--- src/rtl/data_sync_tx.sv ---
// Source-domain launcher for a multi-bit DATA_SYNC crossing: holds a word on unsync_bus and
// runs a 4-phase req/ack handshake (bus_enable = req, bus_ack = returned ack).
`timescale 1ns/1ps

module data_sync_tx #(
    parameter int unsigned NUM_STAGES = 2,
    parameter int unsigned BUS_WIDTH  = 8,
    parameter int unsigned TIMEOUT    = 64
) (
    input  logic                 CLK,
    input  logic                 RST,
    input  logic [BUS_WIDTH-1:0] tx_data,
    input  logic                 tx_valid,
    output logic                 tx_ready,
    output logic [BUS_WIDTH-1:0] unsync_bus,
    output logic                 bus_enable,
    input  logic                 bus_ack,
    output logic                 tx_done,
    output logic                 tx_err,
    output logic                 busy
);

    localparam int unsigned CntW = (TIMEOUT > 2) ? $clog2(TIMEOUT) : 1;

    typedef enum logic [1:0] {StIdle, StReq, StRel} state_e;

    state_e                 state_q, state_d;
    logic [NUM_STAGES-1:0]  ack_sync_q;
    logic                   ack_s;
    logic [CntW-1:0]        cnt_q, cnt_d;
    logic [BUS_WIDTH-1:0]   bus_q, bus_d;
    logic                   req_q, req_d;
    logic                   done_q, done_d;
    logic                   err_q, err_d;
    logic                   to_q, to_d;
    logic                   timeout_hit;

    // bus_ack is asynchronous to CLK; only the last stage is used by the FSM.
    always_ff @(posedge CLK or posedge RST) begin
        if (RST) begin
            ack_sync_q <= '0;
        end else begin
            ack_sync_q <= {ack_sync_q[NUM_STAGES-2:0], bus_ack};
        end
    end

    assign ack_s = ack_sync_q[NUM_STAGES-1];

    assign timeout_hit = (TIMEOUT != 0) && (cnt_q == CntW'(TIMEOUT - 1));

    always_ff @(posedge CLK or posedge RST) begin
        if (RST) begin
            state_q <= StIdle;
            cnt_q   <= '0;
            bus_q   <= '0;
            req_q   <= 1'b0;
            done_q  <= 1'b0;
            err_q   <= 1'b0;
            to_q    <= 1'b0;
        end else begin
            state_q <= state_d;
            cnt_q   <= cnt_d;
            bus_q   <= bus_d;
            req_q   <= req_d;
            done_q  <= done_d;
            err_q   <= err_d;
            to_q    <= to_d;
        end
    end

    always_comb begin
        state_d = state_q;
        cnt_d   = cnt_q;
        bus_d   = bus_q;
        req_d   = req_q;
        done_d  = 1'b0;
        err_d   = 1'b0;
        to_d    = to_q;
        unique case (state_q)
            StIdle: begin
                if (tx_valid) begin
                    bus_d   = tx_data;
                    req_d   = 1'b1;
                    cnt_d   = '0;
                    to_d    = 1'b0;
                    state_d = StReq;
                end
            end
            StReq: begin
                // A late ack coinciding with the timeout still counts as success.
                if (ack_s) begin
                    req_d   = 1'b0;
                    state_d = StRel;
                end else if (timeout_hit) begin
                    req_d   = 1'b0;
                    err_d   = 1'b1;
                    to_d    = 1'b1;
                    state_d = StRel;
                end else begin
                    cnt_d = cnt_q + CntW'(1);
                end
            end
            StRel: begin
                if (!ack_s) begin
                    done_d  = !to_q;
                    state_d = StIdle;
                end
            end
            default: begin
                state_d = StIdle;
            end
        endcase
    end

    assign tx_ready   = (state_q == StIdle);
    assign busy       = (state_q != StIdle);
    assign unsync_bus = bus_q;
    assign bus_enable = req_q;
    assign tx_done    = done_q;
    assign tx_err     = err_q;

endmodule

--- config.mk ---
export PLATFORM = sky130hd
export DESIGN_NAME = data_sync_tx
export DESIGN_NICKNAME = d
export VERILOG_FILES = /design/src/rtl/data_sync_tx.sv
export SDC_FILE = /design/constraint.sdc
export NUM_CORES = 1
export LEC_CHECK = 0
export CORE_ASPECT_RATIO = 0.75
export CORE_UTILIZATION = 54
export DETAILED_ROUTE_END_ITERATION = 8
export DONT_BUFFER_PORTS = 1
export PLACE_DENSITY = 0.72
export REMOVE_ABC_BUFFERS = 1
export SYNTH_ARGS = -nofsm -noshare
export SYNTH_HDL_FRONTEND = slang
export SYNTH_SLANG_ARGS = --single-unit
export TNS_END_PERCENT = 100
--- constraint.sdc ---
create_clock -name CLK -period 1.3 [get_ports CLK]
set_input_delay 0.26 -clock CLK [delete_from_list [all_inputs] [get_ports CLK]]
set_output_delay 0.26 -clock CLK [all_outputs]
set_load 0.01 [all_outputs]
==> run metrics <==
outcome=complete, but fails checks; failing checks=negative setup slack; highest routed metal layer=met4; RSZ-0062 raised after global routing=true; worst hold path startpoint=tx_data[1]; antenna-violating nets left=0; Synth Warn #=0; ys flop type=dfrtp_1; Metal-1 WL=1.191 mm; skew final=14.98 ps; Slew headroom=77.53%; I/O pin count=25; number of diodes=0; clk sinks=22; most frequent cells after synthesis=dfrtp_1 (22), nand2_1 (10), inv_1 (8); utilization after layout=81.34%; Setup TNS=-1666 ps; # fillers=102; total CTS buffers=3; crit end category=register; asr flop ratio synth=100.0%; CTS H-tree depth=1; Unique masters post-synth=35; final hold vios=0; nets=133; Pwr per Cell Area=2039 mW/mm²; gpl congestion=0.8628; Synth top area share=53.72%; largest net degree at the start of global routing=23; Initial Utilization=58.33%; Post-synth EDFFs=0; Mean Syn Cell Area=11.51 µm²; iteration count of the initial detailed-routing pass=4; placed cell count=128; WL met2=1.142 mm; Synth area leaders=dfrtp_1 (54%), mux2_4 (5.9%), mux2_2 (4.4%), nand2_1 (3.7%), inv_1 (2.9%); Cell Area, Synth=0.001025 mm²; port bufs=0; GRT Overall Usage=24.91%; maximum clock path buffer count=2; Hold WS=86.57 ps; Layout area overhead=39.44%; Lkg Pwr=0.6251 nW; antenna violations before repair=0; crit start category=register; TritonCTS clock tree=done; metal3 WL=121 µm; Worst R2R Start=state_q[1]; final wirelength=2.492 mm; chip height=39.73 µm; WP data arrival=1650 ps; Mapped Cells=89; Critical Path Fanout Max=7; Core Area=0.001757 mm²; first-pass GRT wire length=3.539 mm; FF-to-FF setup slack=-140 ps; layout cells sized above 1=53.78%; DIE WIDTH=52.30 µm; wire per inst=17.67 µm; DR vias=838; final-report setup violation count=16; Worst Path Class, Setup=reg2reg; CTS root buffer=clkbuf_4; Least-Margin Pin Slew=337.0 ps; register area share after synthesis=53.72%; maximum clock frequency=695.0 MHz; cell taking the most area after synthesis=dfrtp_1; number of max-cap violations=0; row count=13; Worst Path Required=1510 ps; most frequent cell after synthesis=dfrtp_1; worst skew pair latency=310 ps; number of synthesized register bits=22; Final HPWL DP=1.472 mm; Clk pin slew, worst setup/hold paths=120 ps; clock period minus worst slack=1439 ps; Remaining DRCs=0; number of global-route vias before repair=748; Worst Setup SP=state_q[1]; DR iter-0 viols=27; VDD IR max=1.485 mV; global route overflow=0; worst setup margin=-138.9 ps; DR vias/cell=5.943; area of the die=0.002078 mm²; period utilisation layout=110.7%; Slew Limit Fails=0; Layout Cells excl Fill=141; HP Class=in2reg
## cells in the final DEF (no fill, tap or decap), types with 2 or more instances in the layout
cell           instances
buf_4                 21
dfrtp_1               20
nand2_1                9
inv_1                  7
buf_6                  7
mux2_4                 4
mux2_2                 4
clkbuf_4               3
or3b_4                 2
nand4_1                2
nand3_1                2
a21oi_2                2
o22ai_1                2
dlygate4sd3_1          2
dfrtp_2                2
## worst paths after layout
| path | cells after the start | to |
|---|---|---|
| setup / recovery | 3 | unsync_bus[0] |
| hold reg to reg | 0 | ack_sync_q[1] |
| hold / removal | 1 | unsync_bus[1] |
| min in group asynchronous | 3 | unsync_bus[0] |
| max in group asynchronous | 3 | state_q[0] |
| setup reg to reg | 3 | unsync_bus[0] |
## sequential cells by signal, summed over array words and instances, names as in the netlist
name and flops:
unsync_bus 8, cnt_q 6, ack_sync_q 2, state_q 2, bus_enable 1, to_q 1, tx_done 1, tx_err 1
## through the flow
step                setup WS [ps]  area [µm²]  power, mW
global route               -162.9        1429      3.080
finish                     -138.9        1429      2.914
floorplan                  -231.4       989.7      1.697
CTS                        -112.5        1353      2.741
detailed placement         -129.9        1175      2.123
global placement           -124.6        1175      2.101
## what timing repair did
item	CTS	global route
hold endpoints to repair	23	0
cloned	1	0
setup endpoints to repair	20	20
pin swaps	11	4
buffers inserted	5	1
resized for setup	24	14
hold buffers	2	0
## power breakdown
part           internal (mW)  switching, mW
Clock                  0.171          0.193
Combinational          0.803          0.563
Sequential             0.907          0.278
Total                   1.88           1.03
## final cells by class
cell class / instances / area [µm²] / area share [%]
clock buffer: 4 / 36.28 / 2.539
inverter: 8 / 30.03 / 2.102
multi-input combinational: 55 / 525.5 / 36.78
sequential: 22 / 553.0 / 38.70
tap: 22 / 27.53 / 1.926
timing repair buffer: 30 / 256.5 / 17.95
## kinds of logic (layout without fill, tap and decap cells)
kind of cell	after synthesis	count (layout)	share of synthesized area, %
buf+inv	12	42	6.349
flops	22	22	53.72
simple gates	26	26	14.17
mux	8	8	10.26
compound gates	20	20	14.29
fa+ha+maj	1	1	1.221
## critical path, cell delays in order (launching register included)
cell	delay, ps
dfrtp_2	460
or3b_4	420
buf_6	160
mux2_4	290
## metal layers
layer	up-vias	GRT usage (%)
li1	383	-
met1	418	37.14
met2	33	35.76
met3	4	8.527
met4	0	1.974
met5	-	0
(Power assumes the default switching activity.)
